$ cat src/rtl/usb_line_ctrl.sv
// Half-duplex line-direction controller for the full-speed USB PHY: arbitrates RX/TX, enforces the inter-packet gap.
// Latency: tx_req sampled at edge n gives oe=1 and tx_grant=1 after edge n; every output is registered.
// Backpressure: tx_req is held until tx_grant; RX and the gap defer TX. Optional macro: USB_RESP_TIMEOUT_EN.
module usb_line_ctrl #(
  parameter int IPG_CLKS          = 10,
  parameter int RESP_TIMEOUT_CLKS = 90,
  parameter int CNT_W             = 8
) (
  input  logic       clk,
  input  logic       rst,
  input  logic       rx_start,
  input  logic       rx_finish,
  input  logic       rx_error,
  input  logic       tx_req,
  input  logic       tx_expect_resp,
  input  logic       tx_done,
  output logic       oe,
  output logic       tx_grant,
  output logic       rx_busy,
  output logic       resp_timeout,
  output logic [2:0] ctrl_state
);

  typedef enum logic [2:0] {
    S_IDLE = 3'd0,
    S_RX   = 3'd1,
    S_GAP  = 3'd2,
    S_TX   = 3'd3,
    S_RESP = 3'd4
  } state_t;

  // The counter is loaded with CLKS-1, so each load value must fit in CNT_W bits.
  if (IPG_CLKS < 1 || IPG_CLKS > (1 << CNT_W) ||
      RESP_TIMEOUT_CLKS < 1 || RESP_TIMEOUT_CLKS > (1 << CNT_W)) begin : g_bad_cfg
    $error("usb_line_ctrl: CNT_W too narrow for IPG_CLKS/RESP_TIMEOUT_CLKS");
  end

  localparam logic [CNT_W-1:0] IPG_LOAD = CNT_W'(IPG_CLKS - 1);
  localparam logic [CNT_W-1:0] CNT_ONE  = CNT_W'(1);
`ifdef USB_RESP_TIMEOUT_EN
  localparam logic [CNT_W-1:0] RESP_LOAD = CNT_W'(RESP_TIMEOUT_CLKS - 1);
`endif

  state_t           state;
  state_t           state_nxt;
  logic [CNT_W-1:0] cnt;
  logic [CNT_W-1:0] cnt_nxt;
  logic             exp_r;
  logic             exp_nxt;
  logic             exp_eff;
  logic             timeout_nxt;

  // Next-state, counter and latched-expectation logic.
  always_comb begin
    state_nxt   = state;
    cnt_nxt     = '0;
    timeout_nxt = 1'b0;
    exp_nxt     = exp_r;
    // A tx_done on the grant cycle must still see this packet's expect flag.
    exp_eff     = tx_grant ? tx_expect_resp : exp_r;

    case (state)
      S_IDLE: begin
        if (rx_start) begin
          state_nxt = S_RX;
        end else if (tx_req) begin
          state_nxt = S_TX;
        end
      end
      S_RX: begin
        if (rx_finish || rx_error) begin
          state_nxt = S_GAP;
          cnt_nxt   = IPG_LOAD;
        end
      end
      S_GAP: begin
        if (rx_start) begin
          state_nxt = S_RX;
        end else if (cnt == '0) begin
          state_nxt = tx_req ? S_TX : S_IDLE;
        end else begin
          cnt_nxt = cnt - CNT_ONE;
        end
      end
      S_TX: begin
        // rx_* are ignored here: the receiver sees our own echo.
        if (tx_grant) begin
          exp_nxt = tx_expect_resp;
        end
        if (tx_done) begin
          if (exp_eff) begin
            state_nxt = S_RESP;
`ifdef USB_RESP_TIMEOUT_EN
            cnt_nxt   = RESP_LOAD;
`endif
          end else begin
            state_nxt = S_GAP;
            cnt_nxt   = IPG_LOAD;
          end
        end
      end
      S_RESP: begin
`ifdef USB_RESP_TIMEOUT_EN
        if (rx_start) begin
          state_nxt = S_RX;
        end else if (cnt == '0) begin
          timeout_nxt = 1'b1;
          state_nxt   = S_GAP;
          cnt_nxt     = IPG_LOAD;
        end else begin
          cnt_nxt = cnt - CNT_ONE;
        end
`else
        // Without the timeout the host waits indefinitely for a response.
        if (rx_start) begin
          state_nxt = S_RX;
        end
`endif
      end
      default: begin
        state_nxt = S_IDLE;
      end
    endcase

    if (state_nxt == S_IDLE) begin
      exp_nxt = 1'b0;
    end
  end

  // State, counter and registered outputs derived from the next state.
  always_ff @(posedge clk) begin
    if (rst) begin
      state        <= S_IDLE;
      cnt          <= '0;
      exp_r        <= 1'b0;
      oe           <= 1'b0;
      tx_grant     <= 1'b0;
      rx_busy      <= 1'b0;
      resp_timeout <= 1'b0;
    end else begin
      state        <= state_nxt;
      cnt          <= cnt_nxt;
      exp_r        <= exp_nxt;
      oe           <= (state_nxt == S_TX);
      tx_grant     <= (state_nxt == S_TX) && (state != S_TX);
      rx_busy      <= (state_nxt == S_RX);
      resp_timeout <= timeout_nxt;
    end
  end

  assign ctrl_state = state;

endmodule
$ cat config.mk
export PLATFORM = sky130hd
export DESIGN_NAME = usb_line_ctrl
export DESIGN_NICKNAME = d
export VERILOG_FILES = /design/src/rtl/usb_line_ctrl.sv
export SDC_FILE = /design/constraint.sdc
export NUM_CORES = 1
export LEC_CHECK = 0
export ABC_AREA = 1
export BUFFER_PORTS_ARGS = -buffer_cell sky130_fd_sc_hd__buf_2
export CAP_MARGIN = 20
export CORE_ASPECT_RATIO = 1.75
export CORE_MARGIN = 2
export CORE_UTILIZATION = 30
export CTS_CLUSTER_SIZE = 20
export DETAILED_ROUTE_END_ITERATION = 12
export PLACE_DENSITY_LB_ADDON = 0.3
export SETUP_SLACK_MARGIN = 0.05
export SYNTH_ARGS = -nofsm -noshare
export SYNTH_HDL_FRONTEND = slang
export SYNTH_SLANG_ARGS = --single-unit
$ cat constraint.sdc
create_clock -name clk -period 1.4 [get_ports clk]
set_input_delay 0.07 -clock clk [delete_from_list [all_inputs] [get_ports clk]]
set_output_delay 0.07 -clock clk [all_outputs]
set_load 0.01 [all_outputs]
==> impl_metrics.py, run 1 <==
metrics = {
    "placement": {
        "dpl-instance-area_um2": 866,
        "pre_cts_ws_ns": 0.0731,
        "dp_hpwl_mm": 1.24,
        "dp_cells": 153,
        "port_buffers": 13,
        "place_congestion": 0.763,
    },
    "synth": {
        "ys_ff_latch": 15,
        "ys_seq_area_share_pct": 39.1,
        "syn_nets": 123,
        "yosysUniqueCellTypes": 21,
        "ys_warn_count": 0,
        "synth.cell_area_um2": 768,
        "avgSynthCellArea_um2": 6.74,
        "syn_inst": 114,
    },
    "grt": {
        "grt_overflow": 0,
        "antenna_found_initial": 0,
        "grt_max_degree": 9,
        "grt_pass1_vias": 709,
        "grt_first_pass_wirelength_mm": 2.65,
        "grtUsageTotal_pct": 11.5,
    },
    "worst_setup_path": {
        "crit_path_start": "cnt[1]",
        "cp-start-kind": "register",
        "cp_slowest_cell": "dfxtp_1",
        "critPathKind": "register to register",
        "timing.rr.start": "cnt[1]",
        "crit_chain": "inv_2 > ha_4 > nand2_2 > nor2_2 > nand2_1 > nand2_1 > nand2_1 > nand2_2 > nand3b_1 > nor2_1",
        "path_common_cell": "nand2_1",
        "cp_max_fo": 4,
        "crit_family": "simple AND/OR/NAND/NOR gates",
        "arrival_ns": 1.43,
        "endpoint_kind": "register",
        "worstPathBufferInverterCount": 1,
        "critical_path_required_ns": 1.58,
        "cpPeakStageDelay_ns": 0.32,
    },
    "final_layout": {
        "seq_area_um2": 303,
        "area_growth_pct": 22.6,
        "final_common_cell": "nand2_1",
        "multi_input_area_um2": 418,
        "antenna_cells": 0,
        "n_fill_cell": 268,
        "layout_common_cells": "nand2_1, nor2_1, inv_1, dfxtp_1, buf_2",
        "final_nets": 141,
        "fin_area_um2": 942,
        "fin_cells": 157,
        "post_route_cells_drive_above_1_share_pct": 26.7,
    },
    "sta": {
        "clock.fmax_mhz": 802,
        "setup_violations": 0,
        "worst_slack_ns": 0.152,
        "hold_viol": 0,
        "skew_ns": 0.00184,
        "grt_setup_unrepaired": "yes",
        "fin_setup_tns_ns": 0,
        "fin_crit_sh_pct": 89.1,
        "maxSlewViolCount": 0,
        "min_period_ns": 1.25,
    },
    "floorplanning": {
        "dieWidth_um": 42.3,
        "dieArea_mm2": 0.00300,
        "fp-row-count": 24,
        "ioPinCount": 15,
        "start_util_pct": 31.2,
        "die_y_um": 70.9,
        "coreArea_mm2": 0.00246,
    },
    "drt": {
        "via_per_inst": 4.57,
        "first_iter_violations": 16,
        "firstDrtPassIters": 3,
        "final_antenna_net_count": 0,
        "drc": 0,
        "wl_mm": 1.59,
        "route.vias.total": 717,
        "routedWlPerCell_um": 10.1,
    },
    "status": {
        "status": "finished clean",
    },
    "clock_network": {
        "cts_made_buffers": 3,
        "cts.path.max_buffers": 2,
        "cts_tree": "done",
        "insertion_delay_ns": 0.24,
        "cts_htree_levels": 1,
        "cts_setup_buffers": 0,
        "cts_sinks": 15,
        "path_clk_slew_ns": 0.06,
        "cts_root_buf": "clkbuf_8",
    },
    "power": {
        "ir_drop_mv": 0.630,
        "power_density_mw_per_mm2": 1310,
        "p_leak_nw": 0.510,
        "totalPowerFinal_mw": 1.24,
    },
    "hold_path": {
        "holdCritPathClass": "primary input to register",
        "hp-start": "rst",
    },
    "flow_run": {
        "maxCapViolations": 0,
    },
}
[layout make-up]
cell class,count,area share (%)
multi-input combinational,79,44.4
sequential,15,32.1
timing repair buffer,14,7.70
inverter,19,7.57
clock buffer,4,4.78
tap,26,3.45
[worst paths after layout]
path	end	slack (ns)	depth (start not counted)
max	tx_grant	0.15	10
min	tx_grant	0.07	2
max reg2reg	tx_grant	0.15	10
min reg2reg	cnt[7]	0.53	2
[synth_stat cells (all sizes together)]
cell type | count | area share [%]
nor2 | 28 | 15
o21a | 2 | 2.0
conb | 1 | 0.49
dfxtp | 15 | 39
nand3b | 1 | 0.98
buf | 1 | 0.98
a21oi | 2 | 1.3
o21ai | 2 | 1.3
inv | 19 | 9.3
o211ai | 1 | 0.98
xnor2 | 2 | 2.3
nand4 | 3 | 2.4
xor2 | 4 | 4.6
nor3 | 1 | 0.65
ha | 1 | 1.6
nand3 | 6 | 3.9
nand2 | 25 | 13
[where the power goes]
part / leakage [nW] / switching, mW / internal [mW]
Combinational: 0.364 / 0.235 / 0.161
Sequential: 0.123 / 0.0304 / 0.474
Clock: 0.0228 / 0.135 / 0.201
[metrics by stage]
| stage | utilization [%] | hold WS [ns] |
|---|---|---|
| 2_1_floorplan | - | 0.139 |
| 3_3_place_gp | 35.2 | 0.329 |
| 3_5_place_dp | 35.2 | 0.331 |
| 4_1_cts | 37.0 | 0.0753 |
| 5_1_grt | 38.3 | 0.0795 |
| 6_report | 38.3 | 0.0739 |
[worst reg2reg max path, delay by kind of cell, from the launching register on]
| family | cells | cell delay [ns] |
|---|---|---|
| buffers and inverters | 1 | 0.07 |
| AND/OR/NAND/NOR | 8 | 0.64 |
| adder cells (fa/ha/maj) | 1 | 0.15 |
| flip-flops | 1 | 0.32 |
[kinds of logic (layout without fill, tap and decap cells)]
| kind of cell | count (synthesis) | in the layout | share of synthesized area, % |
|---|---|---|---|
| xor+xnor | 6 | 6 | 6.84 |
| buf+inv | 20 | 37 | 10.3 |
| fa+ha+maj | 1 | 1 | 1.63 |
| compound gates | 7 | 7 | 5.54 |
| simple gates | 64 | 64 | 36.2 |
| other cells | 1 | 1 | 0.488 |
| flops | 15 | 15 | 39.1 |
[sequential cells by signal, indices dropped and copies added, names as in the netlist]
name        count
rx_busy         1
cnt             8
oe              1
tx_grant        1
exp_r           1
ctrl_state      3
[per-layer routing]
layer  vias up  global-route usage [%]  share of wire, %
li1        382                       -                 -
met1       320                    11.3                40
met2        11                    21.4                55
met3         4                    1.53               3.2
met4         0                    7.99               2.5
met5         -                       0                 0
[repair_timing]
action,4_1_cts,5_1_grt
hold buffers,0,0
endpoints found under the setup margin,0,14
resized for setup,0,11
hold endpoints to repair,0,0
Power figures use the tool's default switching activity.
==> inputs of run 2 (changes only) <==
Settings changed: CORE_ASPECT_RATIO 1.75 to 0.9.
==> run 2 against run 1 <==
  * Clock skew increased by 0.0071 ns
  * Sequential share of layout area about the same
  * Via count decreased by 2.5%
  * Global-route usage increased by 0.11 points
  * Clock power decreased by 25%
  * Count of clock-buffer cells in the layout decreased by 1
  * Combinational power increased by 2%
  * Critical path type unchanged
  * Largest cell class unchanged
==> impl_metrics.py, run 2 (synthesized netlist as in run 1, its figures left out) <==
metrics = {
    "final_layout": {
        "largest_reg_flops": 8,
        "n_fill_cell": 268,
        "area_growth_pct": 23.1,
        "post_route_cells_drive_above_1_share_pct": 29.0,
        "final_common_cell": "nor2_1",
        "antenna_cells": 0,
        "fin_area_um2": 946,
        "final_nets": 141,
        "largest-register": "cnt",
        "layout_common_cells": "nor2_1, nand2_1, inv_1, buf_2, dfxtp_1",
    },
    "worst_setup_path": {
        "cp_slowest_cell": "dfxtp_1",
        "crit_chain": "nor2_2 > nand2_2 > o21ai_4 > nand4_1 > nor2_1 > nor2_1",
        "endpoint_kind": "register",
        "critPathKind": "register to register",
        "worstPathBufferInverterCount": 0,
        "cp-start-kind": "register",
        "cpPeakStageDelay_ns": 0.35,
        "arrival_ns": 1.43,
        "critical_path_required_ns": 1.59,
        "path_common_cell": "nor2_1",
        "cp_max_fo": 3,
        "crit_family": "simple AND/OR/NAND/NOR gates",
    },
    "placement": {
        "dpl-instance-area_um2": 868,
        "place_congestion": 0.789,
        "dp_hpwl_mm": 1.16,
        "port_buffers": 13,
    },
    "clock_network": {
        "cts_made_buffers": 3,
        "insertion_delay_ns": 0.29,
        "cts_root_buf": "clkbuf_4",
        "cts.path.max_buffers": 2,
        "cts_setup_buffers": 0,
        "path_clk_slew_ns": 0.10,
        "cts_sinks": 15,
        "cts_htree_levels": 1,
        "cts_tree": "done",
    },
    "floorplanning": {
        "dieArea_mm2": 0.00298,
        "die_y_um": 52.0,
        "dieWidth_um": 57.3,
        "start_util_pct": 31.4,
        "fp-row-count": 17,
        "ioPinCount": 15,
        "coreArea_mm2": 0.00245,
    },
    "sta": {
        "fin_setup_tns_ns": 0,
        "setup_violations": 0,
        "grt_setup_unrepaired": "no",
        "min_period_ns": 1.23,
        "maxSlewViolCount": 0,
        "clock.fmax_mhz": 810,
        "fin_crit_sh_pct": 88.2,
        "skew_ns": 0.00891,
        "hold_viol": 0,
    },
    "flow_run": {
        "maxCapViolations": 0,
    },
    "power": {
        "power_density_mw_per_mm2": 1230,
        "ir_drop_mv": 0.818,
        "p_leak_nw": 0.508,
    },
    "drt": {
        "firstDrtPassIters": 4,
        "wl_mm": 1.53,
        "route.vias.total": 699,
        "via_per_inst": 4.40,
        "final_antenna_net_count": 0,
        "first_iter_violations": 14,
        "routedWlPerCell_um": 9.65,
        "drc": 0,
    },
    "grt": {
        "grt_first_pass_wirelength_mm": 2.68,
        "grt_overflow": 0,
        "grtUsageTotal_pct": 11.6,
        "grt_max_degree": 10,
        "grt_pass1_vias": 661,
        "antenna_found_initial": 0,
    },
    "hold_path": {
        "holdCritPathClass": "primary input to register",
    },
    "status": {
        "status": "finished clean",
    },
}
-- run 2: cell type report --
class / count / area, µm² / area share (%)
flip-flops and latches: 15 / 304 / 32.1
inverters: 19 / 71.3 / 7.54
well taps: 28 / 35.0 / 3.70
multi-input cells: 79 / 435 / 46.0
clock inverters: 1 / 5.00 / 0.529
repair buffers: 14 / 72.6 / 7.67
clock buffers: 3 / 22.5 / 2.38
-- run 2: repair_timing --
item | CTS | global route
hold buffers | 0 | 0
gates resized for setup | 0 | 15
endpoints found under the setup margin | 0 | 14
hold endpoints to repair | 0 | 0
-- run 2: path summary, 6_finish.rpt --
| kind | end | from | slack [ns] | depth (start not counted) |
|---|---|---|---|---|
| max | exp_r | cnt[4] | 0.17 | 6 |
| min | ctrl_state[2] | rst | 0.007 | 2 |
| max reg2reg | exp_r | cnt[4] | 0.17 | 6 |
| min reg2reg | cnt[7] | cnt[7] | 0.54 | 2 |
-- run 2: worst register-to-register path: cells and delay by family (launching register included) --
family             cells  cell delay (ns)
AOI/OAI and AO/OA      1             0.19
and+or+nand+nor        5             0.59
DFF                    1             0.35
-- run 2: through the flow --
stage	setup slack [ns]	utilization (%)	hold slack, ns	instances	power (mW)
3_3_place_gp	0.111	35.5	0.313	155	0.874
6_report	0.166	38.7	0.00669	159	1.16
5_1_grt	0.0487	38.7	-0.000538	159	1.26
2_1_floorplan	0.174	-	0.139	114	0.782
4_1_cts	0.100	36.6	0.00358	159	1.13
3_5_place_dp	0.104	35.5	0.325	155	0.877
-- run 2: power breakdown --
group          internal, mW  switching (mW)
combinational         0.165           0.237
clock                 0.106           0.145
sequential            0.473          0.0334
-- run 2: routing by layer --
metal	track usage, %	vias to the layer above	share of wire, %
met5	0	-	0
met4	3.49	0	0.52
met3	4.48	2	5.2
met2	19.3	15	45
met1	13.9	302	49
li1	-	380	-
==> inputs of run 3 (changes only) <==
Settings changed: CELL_PAD_IN_SITES_DETAIL_PLACEMENT from default to 0, CELL_PAD_IN_SITES_GLOBAL_PLACEMENT from default to 2, CORE_ASPECT_RATIO 0.9 to default.
Clock period 1.4 ns to 1.45 ns, I/O delays scaled along.
==> run 3 against run 2 <==
  * Design area down 2.2%
  * Utilization down 1.0 points
  * Sequential cell count unchanged
  * Highest routed layer unchanged
  * Critical endpoint unchanged
==> impl_metrics.py, run 3 (synthesized netlist as in run 1, its figures left out) <==
metrics = {
    "flow_run": {
        "maxCapViolations": 0,
    },
    "sta": {
        "hold_viol": 0,
        "clock.fmax_mhz": 807,
        "fin_crit_sh_pct": 85.5,
        "worst_slack_ns": 0.211,
        "grt_setup_unrepaired": "no",
        "skew_ns": 0.00519,
        "min_period_ns": 1.24,
        "maxSlewViolCount": 0,
        "fin_setup_tns_ns": 0,
        "setup_violations": 0,
    },
    "clock_network": {
        "hold_buffers": 0,
        "cts_sinks": 15,
        "cts_made_buffers": 3,
        "cts_root_buf": "clkbuf_4",
        "insertion_delay_ns": 0.29,
        "path_clk_slew_ns": 0.09,
        "cts_tree": "done",
        "cts_htree_levels": 1,
        "post_cts_resized": 0,
        "cts.path.max_buffers": 2,
        "cts_setup_buffers": 0,
    },
    "floorplanning": {
        "die_y_um": 54.6,
        "ioPinCount": 15,
        "start_util_pct": 31.3,
        "coreArea_mm2": 0.00245,
        "fp-row-count": 18,
        "dieArea_mm2": 0.00298,
        "dieWidth_um": 54.6,
    },
    "grt": {
        "busiest_layer": "met2",
        "met1_usage_pct": 16.1,
        "grtUsageTotal_pct": 12.3,
        "gr-usage-met3_pct": 3.01,
        "use_met2_pct": 17.3,
        "grt_overflow": 0,
        "grt_first_pass_wirelength_mm": 2.51,
        "grt_max_degree": 10,
        "antenna_found_initial": 0,
        "grt_pass1_vias": 623,
    },
    "drt": {
        "routedWlPerCell_um": 10.0,
        "final_antenna_net_count": 0,
        "via_per_inst": 4.42,
        "route.vias.total": 711,
        "drc": 0,
        "first_iter_violations": 20,
        "firstDrtPassIters": 4,
        "wl_mm": 1.61,
    },
    "worst_setup_path": {
        "endpoint_kind": "register",
        "critical_path_required_ns": 1.64,
        "cp_max_fo": 3,
        "arrival_ns": 1.43,
        "cp-start-kind": "register",
        "worstRegToRegCells": 7,
        "critPathKind": "register to register",
    },
    "final_layout": {
        "largest_reg_flops": 8,
        "area_growth_pct": 20.4,
        "final_nets": 141,
        "layout_common_cells": "nor2_1, nand2_1, inv_1, dfxtp_1, buf_2",
        "n_fill_cell": 275,
        "antenna_cells": 0,
        "largest-register": "cnt",
        "post_route_cells_drive_above_1_share_pct": 23.7,
    },
    "placement": {
        "pre_cts_ws_ns": 0.130,
        "dp_hpwl_mm": 1.27,
        "port_buffers": 13,
        "place_congestion": 0.811,
    },
    "power": {
        "p_leak_nw": 0.504,
        "power_density_mw_per_mm2": 1190,
        "ir_drop_mv": 0.527,
        "totalPowerFinal_mw": 1.10,
    },
    "hold_path": {
        "holdCritPathClass": "primary input to register",
        "worstHoldPathCells": 2,
    },
    "status": {
        "status": "finished clean",
    },
}
-- run 3: layer usage --
| metal | vias to the layer above | share of wire [%] | wire length [µm] |
|---|---|---|---|
| met3 | 5 | 4.8 | 77 |
| met5 | - | 0 | 0 |
| met4 | 0 | 2.9 | 46 |
| li1 | 384 | - | - |
| met1 | 310 | 52 | 845 |
| met2 | 12 | 40 | 643 |
-- run 3: power breakdown --
part           internal, mW  switching (mW)  total [mW]
registers             0.454          0.0289       0.483
clock network         0.103           0.143       0.245
logic                 0.152           0.223       0.375
total                 0.709           0.394        1.10
-- run 3: critical path, stage by stage, from the launching register on --
cell	delay, ns
dfxtp_1	0.32
inv_1	0.09
ha_4	0.15
nand2_2	0.08
o21ai_2	0.20
nand4_1	0.15
nor2_1	0.11
nor2_1	0.05
-- run 3: worst paths after layout --
kind / from / endpoint / slack (ns)
max: cnt[1] / exp_r / 0.21
max reg2reg: cnt[1] / exp_r / 0.21
min: rst / cnt[0] / 0.02
min reg2reg: cnt[7] / cnt[7] / 0.55
-- run 3: stage by stage --
| step | instances | area (µm²) | hold slack [ns] | utilization [%] |
|---|---|---|---|---|
| final | 161 | 925 | 0.0206 | 37.7 |
| after global routing | 161 | 925 | 0.0116 | 37.7 |
| after CTS | 161 | 898 | 0.00622 | 36.6 |
| after detailed placement | 157 | 871 | 0.318 | 35.5 |
| after global placement | 157 | 871 | 0.319 | 35.5 |
| after floorplan | 114 | 768 | 0.142 | - |
-- run 3: area by class of cell --
cell class	instances	area (µm²)	share of cell area (%)
Multi-Input combinational cell	79	415	44.9
Sequential cell	15	300	32.5
Timing Repair Buffer	14	72.6	7.85
Inverter	19	71.3	7.71
Tap cell	30	37.5	4.06
Clock buffer	3	22.5	2.44
Clock inverter	1	5.00	0.541
